==> src/rtl/pe_array_sequencer_if.sv <==
// Scheduler/array-side signal bundle for pe_array_sequencer.
// The scheduler (or bench) drives through master; the sequencer uses slave.
interface pe_array_sequencer_if #(
   parameter int N   = 4,
   parameter int K_W = 8
);
   logic           i_start;
   logic [K_W-1:0] i_k_len;
   logic           i_abort;
   logic           o_busy;
   logic           o_pe_clear;
   logic           o_rd_en;
   logic [K_W-1:0] o_rd_addr;
   logic [N-1:0]   o_feed_valid;
   logic           o_capture;
   logic           o_done;

   modport master (
      output i_start, i_k_len, i_abort,
      input  o_busy, o_pe_clear, o_rd_en, o_rd_addr, o_feed_valid, o_capture, o_done
   );

   modport slave (
      input  i_start, i_k_len, i_abort,
      output o_busy, o_pe_clear, o_rd_en, o_rd_addr, o_feed_valid, o_capture, o_done
   );
endinterface

==> src/rtl/pe_array_sequencer.sv <==
// Sequences an N x N systolic MAC array through one tile: clear, K operand
// reads with skewed row strobes, pipeline drain, then a capture/done pulse.
module pe_array_sequencer #(
   parameter int N     = 4,
   parameter int K_W   = 8,
   parameter int P_LAT = 3
) (
   input  logic                i_clock,
   input  logic                i_reset,
   pe_array_sequencer_if.slave bus
);
   // Buffer read latency + worst-case row/column skew + PE latency.
   localparam int D  = 1 + 2 * (N - 1) + P_LAT;
   localparam int DW = $clog2(D + 1);

   typedef enum logic [2:0] {IDLE, CLEAR, FEED, DRAIN, DONE} state_t;

   state_t         state, state_nxt;
   logic [K_W-1:0] k_reg, k_nxt;
   logic [K_W-1:0] addr, addr_nxt;
   logic [DW-1:0]  dcnt, dcnt_nxt;
   logic [N-1:0]   vld_pipe;
   logic           rd_en;

   assign rd_en = (state == FEED);

   always_ff @(posedge i_clock or posedge i_reset) begin
      if (i_reset) begin
         state    <= IDLE;
         k_reg    <= '0;
         addr     <= '0;
         dcnt     <= '0;
         vld_pipe <= '0;
      end else begin
         state <= state_nxt;
         k_reg <= k_nxt;
         addr  <= addr_nxt;
         dcnt  <= dcnt_nxt;
         // Stage 0 is rd_en one cycle late (buffer latency); each row adds one more.
         if (bus.i_abort) begin
            vld_pipe <= '0;
         end else begin
            vld_pipe[0] <= rd_en;
            for (int r = 1; r < N; r++) vld_pipe[r] <= vld_pipe[r-1];
         end
      end
   end

   always_comb begin
      state_nxt = state;
      k_nxt     = k_reg;
      addr_nxt  = addr;
      dcnt_nxt  = dcnt;
      unique case (state)
         IDLE: begin
            if (bus.i_start) begin
               k_nxt     = bus.i_k_len;
               state_nxt = CLEAR;
            end
         end
         CLEAR: begin
            addr_nxt  = '0;
            state_nxt = (k_reg == '0) ? DONE : FEED;
         end
         FEED: begin
            // k_reg <= 2^K_W-1, so the increment never needs to wrap.
            if (addr == k_reg - K_W'(1)) begin
               state_nxt = DRAIN;
               dcnt_nxt  = DW'(D - 1);
            end else begin
               addr_nxt = addr + K_W'(1);
            end
         end
         DRAIN: begin
            if (dcnt == '0) state_nxt = DONE;
            else            dcnt_nxt  = dcnt - DW'(1);
         end
         DONE:    state_nxt = IDLE;
         default: state_nxt = IDLE;
      endcase
      if (bus.i_abort) begin
         state_nxt = IDLE;
         k_nxt     = k_reg;
         addr_nxt  = '0;
         dcnt_nxt  = '0;
      end
   end

   assign bus.o_busy       = (state != IDLE);
   assign bus.o_pe_clear   = (state == CLEAR);
   assign bus.o_rd_en      = rd_en;
   assign bus.o_rd_addr    = rd_en ? addr : '0;
   assign bus.o_feed_valid = vld_pipe;
   assign bus.o_capture    = (state == DONE);
   assign bus.o_done       = (state == DONE);
endmodule

==> src/flat_wrapper.sv <==
// flat-port wrapper written by rule: the top's interface ports become plain ports
module pe_array_sequencer_flat 
#(
   parameter int N     = 4,
   parameter int K_W   = 8,
   parameter int P_LAT = 3
)
  (i_clock, i_reset, bus_i_start, bus_i_k_len, bus_i_abort, bus_o_busy, bus_o_pe_clear, bus_o_rd_en, bus_o_rd_addr, bus_o_feed_valid, bus_o_capture, bus_o_done);
  pe_array_sequencer_if #(.N(N), .K_W(K_W)) bus_i ();
  input  logic i_clock;
  input  logic i_reset;
  input wire logic [$bits(bus_i.i_start)-1:0] bus_i_start;
  input wire logic [$bits(bus_i.i_k_len)-1:0] bus_i_k_len;
  input wire logic [$bits(bus_i.i_abort)-1:0] bus_i_abort;
  output wire logic [$bits(bus_i.o_busy)-1:0] bus_o_busy;
  output wire logic [$bits(bus_i.o_pe_clear)-1:0] bus_o_pe_clear;
  output wire logic [$bits(bus_i.o_rd_en)-1:0] bus_o_rd_en;
  output wire logic [$bits(bus_i.o_rd_addr)-1:0] bus_o_rd_addr;
  output wire logic [$bits(bus_i.o_feed_valid)-1:0] bus_o_feed_valid;
  output wire logic [$bits(bus_i.o_capture)-1:0] bus_o_capture;
  output wire logic [$bits(bus_i.o_done)-1:0] bus_o_done;
  assign bus_i.i_start = bus_i_start;
  assign bus_i.i_k_len = bus_i_k_len;
  assign bus_i.i_abort = bus_i_abort;
  assign bus_o_busy = bus_i.o_busy;
  assign bus_o_pe_clear = bus_i.o_pe_clear;
  assign bus_o_rd_en = bus_i.o_rd_en;
  assign bus_o_rd_addr = bus_i.o_rd_addr;
  assign bus_o_feed_valid = bus_i.o_feed_valid;
  assign bus_o_capture = bus_i.o_capture;
  assign bus_o_done = bus_i.o_done;
  pe_array_sequencer #(.N(N), .K_W(K_W), .P_LAT(P_LAT)) u_core (.i_clock(i_clock), .i_reset(i_reset), .bus(bus_i));
endmodule
==> config.mk <==
export PLATFORM = sky130hd
export DESIGN_NAME = pe_array_sequencer_flat
export DESIGN_NICKNAME = d
export VERILOG_FILES = /design/src/rtl/pe_array_sequencer_if.sv /design/src/rtl/pe_array_sequencer.sv /design/src/flat_wrapper.sv
export SDC_FILE = /design/constraint.sdc
export NUM_CORES = 1
export LEC_CHECK = 0
export CAP_MARGIN = 30
export CORE_MARGIN = 1.5
export CORE_UTILIZATION = 30
export DETAILED_ROUTE_END_ITERATION = 12
export MAX_ROUTING_LAYER = met4
export PLACE_DENSITY = 0.57
export SLEW_MARGIN = 0
export SYNTH_ARGS = -nofsm -noshare
export SYNTH_HDL_FRONTEND = slang
export SYNTH_SLANG_ARGS = --single-unit
==> constraint.sdc <==
create_clock -name i_clock -period 2.6 [get_ports i_clock]
set_input_delay 0.78 -clock i_clock [delete_from_list [all_inputs] [get_ports i_clock]]
set_output_delay 0.78 -clock i_clock [all_outputs]
set_load 0.005 [all_outputs]
==> results of run 1 <==
cells in the mapped netlist (2+ instances only):
cell,n
o21ai_1,2
nand3_1,8
o211ai_1,4
nand3b_1,2
nand2_1,7
nor3_1,2
buf_4,2
inv_1,9
or3_1,5
mux2_2,9
or4_1,3
ha_1,4
nand2b_1,5
o31ai_1,2
nor2_1,9
xor2_1,5
a21oi_1,9
xnor2_1,4
o21ai_0,3
and2_1,9
a22o_1,2
clkbuf_1,2
a21o_1,2
nand4_1,2
dfrtp_1,27
nor2b_1,5
layout make-up:
class,instances,share of cell area [%]
repair inverters,1,0.363
multi-input cells,118,42.1
clock buffers,4,2.18
repair buffers,37,16.8
flip-flops and latches,27,32.7
inverters,9,1.63
well taps,70,4.23
worst max path at each step:
stage	start	endpoint	slack (ns)
6_report	u_core.state[0]	bus_o_done	0.12
2_1_floorplan	u_core.k_reg[2]	u_core.addr[0]	0.51
3_5_place_dp	u_core.state[0]	bus_o_rd_addr[0]	0.15
3_3_place_gp	u_core.k_reg[2]	u_core.addr[0]	0.25
5_1_grt	u_core.state[0]	bus_o_rd_addr[0]	0.02
4_1_cts	u_core.state[0]	bus_o_rd_addr[0]	0.04
report_power, final:
part	leakage [nW]	switching (mW)	internal, mW	total [mW]
combinational	0.517	0.143	0.161	0.305
sequential	0.355	0.0483	0.461	0.510
clock	0.0228	0.132	0.110	0.242
total	0.895	0.324	0.732	1.06
logic make-up (layout without fill, tap and decap cells):
logic type      count (synthesis)  count (layout)  synth area share, %
flops                          27              27                 42.5
compound gates                 30              30                 12.4
xor+xnor                       11              11                 7.40
mux                             9               9                 6.38
simple gates                   64              64                 24.6
buf+inv                        13              51                 3.54
fa+ha+maj                       4               4                 3.15
what timing repair did:
item | CTS | global route
buffers inserted | 2 | 1
setup endpoints to repair | 9 | 8
gates cloned | 0 | 1
hold endpoints to repair | 0 | 0
resized for setup | 2 | 5
routing by layer:
| metal | up-vias | GRT usage [%] |
|---|---|---|
| li1 | 638 | - |
| met1 | 620 | 19.5 |
| met2 | 24 | 20.6 |
| met3 | 2 | 1.19 |
| met4 | 0 | 3.57 |
| met5 | - | - |
critical path, stage by stage, from the launching register on:
cell	delay, ns
dfrtp_1	0.42
buf_4	0.17
nor2_1	0.14
and2_1	0.19
clkdlybuf4s50_1	0.51
==> metrics.csv, run 1 <==
metric,value,unit
outcome,"complete, no violations",
rsz0062_at_grt,no,
highest_layer,met4,
leakagePower,0.895,nW
fin_area,2070,um2
async_flop_share,100,%
met3_length,89,um
syn_nets,174,
synth_cells,158,
fin_hold_ws,0.527,ns
root_buffer,clkbuf_8,
worstPathArrival,1.70,ns
r2r-end,u_core.addr[0],
whs_endpoint,u_core.bus.o_feed_valid[2],
n_antenna_cell,0,
grt_overflow,0,
clkTransAtPathRegs,0.09,ns
finalCritPeriodShare,95.6,%
io_buffers,28,
first_pass_iters,4,
postRouteAntennaNets,0,
die_area,5740,um2
worst_setup_path_end_kind,output pin,
clock_latency,0.27,ns
io_pins,29,
p_total,1.06,mW
grt_pass1_vias,1207,
hp-class,register to register,
worstSetupPathType,register to output pin,
slew_headroom,63.8,%
ctsHoldBuffers,0,
dp_hpwl,2570,um
clock-sinks,27,
synthFlopType,dfrtp_1,
ys.warnings.count,0,
synth_area_leaders,"dfrtp_1 43%, mux2_2 6.4%, and2_1 3.5%",
die_h,75.8,um
design.core.area,5110,um2
initial_utilization,31.1,%
placed_cell_area,1980,um2
synth.avg_cell_area,10.1,um2
grt_max_degree,28,
ir_drop,0.000224,V
syn_area,1590,um2
finalSetupViolCount,0,
final_common_cell,clkdlybuf4s50_1,
dp.cells,258,
synth_edf_count,0,
first_iter_violations,84,
grt_pass1_wl,5800,um
layout.nets,213,
die_x,75.8,um
pre_cts_slack,0.152,ns
ys_ff_latch,27,
finalNonFillerCells,266,
wirelength,3490,um
antenna_found_initial,0,
fin_tns_setup,0,ns
seq_area,677,um2
placementRows,26,
reg2reg_slack,0.26,ns
nFillCells,539,
gp_congestion,0.822,
cts_tree,done,
max_cap_viol_count,0,
worstPathRequired,1.82,ns
worstPathMaxFanout,6,
reg2reg_from,u_core.k_reg[2],
wl_met1,1730,um
synthToLayoutAreaGrowth,30.3,%
hold_start,u_core.bus.o_feed_valid[1],
setup_slack,0.115,ns
wl_per_cell,13.1,um
synth.distinct_cells,41,
remaining_drc_errors,0,
numCtsBuffers,3,
yosysTopAreaCellShare,42.5,%
wl_met2,1630,um
fmax,402,MHz
grtUsageTotal,13.6,%
htreeDepth,1,
maxSlewViolCount,0,
yosys.area.top_type,dfrtp_1,
seq_area_frac_synth,42.5,%
num_vias,1284,
cts.path.max_buffers,2,
power_density,510,nW/um2
finalClockSkew,0.00490,ns
avgViaCountPerCell,4.83,
multi_input_area,872,um2
post-route-util,40.5,%
drive_gt1_share,15.8,%
ff2ff_path_depth,6,
whs_path_depth,1,
final_cell_mix,"28 x clkdlybuf4s50_1, 26 x dfrtp_1",
period_minus_slack,2.48,ns
hold_viol_final,0,
worst_pin_slew,0.539,ns
crit_path_start_kind,register,
Note: power is estimated with default switching activity, not from simulation.
==> run 2: changes to the inputs <==
--- a/config.mk
+++ b/config.mk
@@ -10,7 +10,7 @@
 export CORE_UTILIZATION = 30
 export DETAILED_ROUTE_END_ITERATION = 12
 export MAX_ROUTING_LAYER = met4
-export PLACE_DENSITY = 0.57
+export PLACE_DENSITY = 0.54
 export SLEW_MARGIN = 0
 export SYNTH_ARGS = -nofsm -noshare
 export SYNTH_HDL_FRONTEND = slang
==> run 2 against run 1 <==
Hold slack lost 0.022 ns. Cell area shrank 0.36%. Maximum frequency grew 0.17%. Final cell count shrank 0.38%. Clock-buffer cell count shrank 1. Non-clock buffer count shrank 1. Largest cell class unchanged. Highest routed layer unchanged.
==> metrics.csv, run 2 (synthesis results as in run 1) <==
metric,value,unit,change
outcome,"complete, no violations",,
cts_tree,done,,
r2r-end,u_core.addr[7],,
rsz0062_at_grt,no,,
fin_tns_setup,0,ns,unchanged
grtUsageTotal,13.6,%,unchanged
io_pins,29,,unchanged
avgViaCountPerCell,4.93,,+2.2%
numCtsBuffers,3,,unchanged
layout.nets,212,,-0.47%
first_iter_violations,115,,+37%
placed_cell_area,1980,um2,unchanged
ff2ff_path_depth,9,,+3
fmax,403,MHz,+0.17%
worstPathRequired,1.82,ns,about the same
ir_drop,0.000202,V,-9.9%
die_area,5740,um2,unchanged
maxSlewViolCount,0,,unchanged
whs_path_depth,1,,unchanged
worstPathArrival,1.70,ns,about the same
finalCritPeriodShare,95.4,%,-0.17 points
clock_latency,0.27,ns,about the same
seq_area,676,um2,-0.18%
pre_cts_slack,0.179,ns,+0.0272 ns
hold_viol_final,0,,unchanged
setup_slack,0.120,ns,+0.00433 ns
placementRows,26,,unchanged
synthToLayoutAreaGrowth,29.8,%,
hp-class,register to register,,
cts.path.max_buffers,2,,unchanged
worstSetupPathType,register to output pin,,
final_common_cell,clkdlybuf4s50_1,,
final_cell_mix,"28 x clkdlybuf4s50_1, 27 x dfrtp_1",,
period_minus_slack,2.48,ns,-0.00433 ns
nFillCells,522,,-3.2%
power_density,511,nW/um2,+0.23%
worst_pin_slew,0.442,ns,-0.0967 ns
initial_utilization,31.1,%,unchanged
post-route-util,40.4,%,-0.15 points
first_pass_iters,4,,unchanged
grt_overflow,0,,unchanged
hold_start,u_core.bus.o_feed_valid[2],,
grt_pass1_vias,1259,,+4.3%
drive_gt1_share,15.4,%,-0.43 points
worst_setup_path_end_kind,output pin,,
wl_per_cell,13.3,um,+1.8%
dp_hpwl,2620,um,+2.2%
finalClockSkew,0.00585,ns,+0.000956 ns
whs_endpoint,u_core.bus.o_feed_valid[3],,
clkTransAtPathRegs,0.10,ns,about the same
p_total,1.06,mW,-0.13%
multi_input_area,872,um2,unchanged
max_cap_viol_count,0,,unchanged
die_h,75.8,um,unchanged
postRouteAntennaNets,0,,unchanged
gp_congestion,0.800,,-2.6%
grt_max_degree,28,,unchanged
io_buffers,28,,unchanged
n_antenna_cell,0,,unchanged
finalSetupViolCount,0,,unchanged
htreeDepth,1,,unchanged
crit_path_start_kind,register,,
clock-sinks,27,,unchanged
antenna_found_initial,0,,unchanged
grt_pass1_wl,5840,um,+0.83%
design.core.area,5110,um2,unchanged
root_buffer,clkbuf_8,,
worstPathMaxFanout,8,,+2
fin_area,2060,um2,-0.36%
reg2reg_from,u_core.k_reg[0],,
reg2reg_slack,0.29,ns,+0.03 ns
wirelength,3540,um,+1.4%
leakagePower,0.893,nW,-0.22%
slew_headroom,70.3,%,+6.5 points
remaining_drc_errors,0,,unchanged
num_vias,1307,,+1.8%
die_x,75.8,um,unchanged
run 2: changes by cell type in the layout (fill, tap and decap cells not counted), sizes merged:
cell    before  now
buf          9    8
clkbuf       4    3
clkinv       0    1
run 2: where the power goes:
group	internal [mW]	switching (mW)
sequential	0.461	0.0502
combinational	0.160	0.145
clock	0.107	0.131
run 2: metal layers:
layer | global-route usage [%] | up-vias | part of all wire [%]
met5 | - | - | 0
met4 | 4.17 | 0 | 1.5
met3 | 1.32 | 4 | 4.6
met2 | 21.4 | 40 | 46
met1 | 18.6 | 624 | 48
li1 | - | 639 | -
run 2: worst max path at each step:
stage | startpoint | to | slack, ns | cells past startpoint
2_1_floorplan | u_core.k_reg[2] | u_core.addr[0] | 0.51 | 7
4_1_cts | u_core.state[0] | bus_o_rd_addr[1] | 0.09 | 5
3_3_place_gp | u_core.state[0] | bus_o_rd_addr[0] | 0.26 | 5
6_report | u_core.state[2] | bus_o_pe_clear | 0.12 | 3
3_5_place_dp | u_core.state[0] | bus_o_rd_addr[1] | 0.18 | 5
5_1_grt | u_core.state[0] | bus_o_rd_addr[5] | 0.04 | 5
run 2: layout make-up:
type,instances,area share [%]
tap,70,4.24
clock inverter,1,0.243
sequential,27,32.7
timing repair inverter,1,0.364
multi-input combinational,118,42.3
inverter,9,1.64
clock buffer,3,2.00
timing repair buffer,36,16.5
run 2: critical path, stage by stage, from the launching register on:
cell	delay, ns
dfrtp_1	0.46
nand2b_1	0.20
nor2_1	0.22
clkdlybuf4s50_1	0.55
run 2: what timing repair did:
item                                    CTS  global route
gates resized for setup                   4             1
hold buffers                              0             0
cloned                                    1             0
buffers inserted                          2             0
endpoints found under the setup margin    9             2
run 2: through the flow:
| step | cells | hold slack (ns) |
|---|---|---|
| 3_5_place_dp | 258 | 0.483 |
| 3_3_place_gp | 258 | 0.473 |
| 2_1_floorplan | 158 | 0.478 |
| 6_report | 265 | 0.505 |
| 5_1_grt | 265 | 0.571 |
| 4_1_cts | 265 | 0.510 |
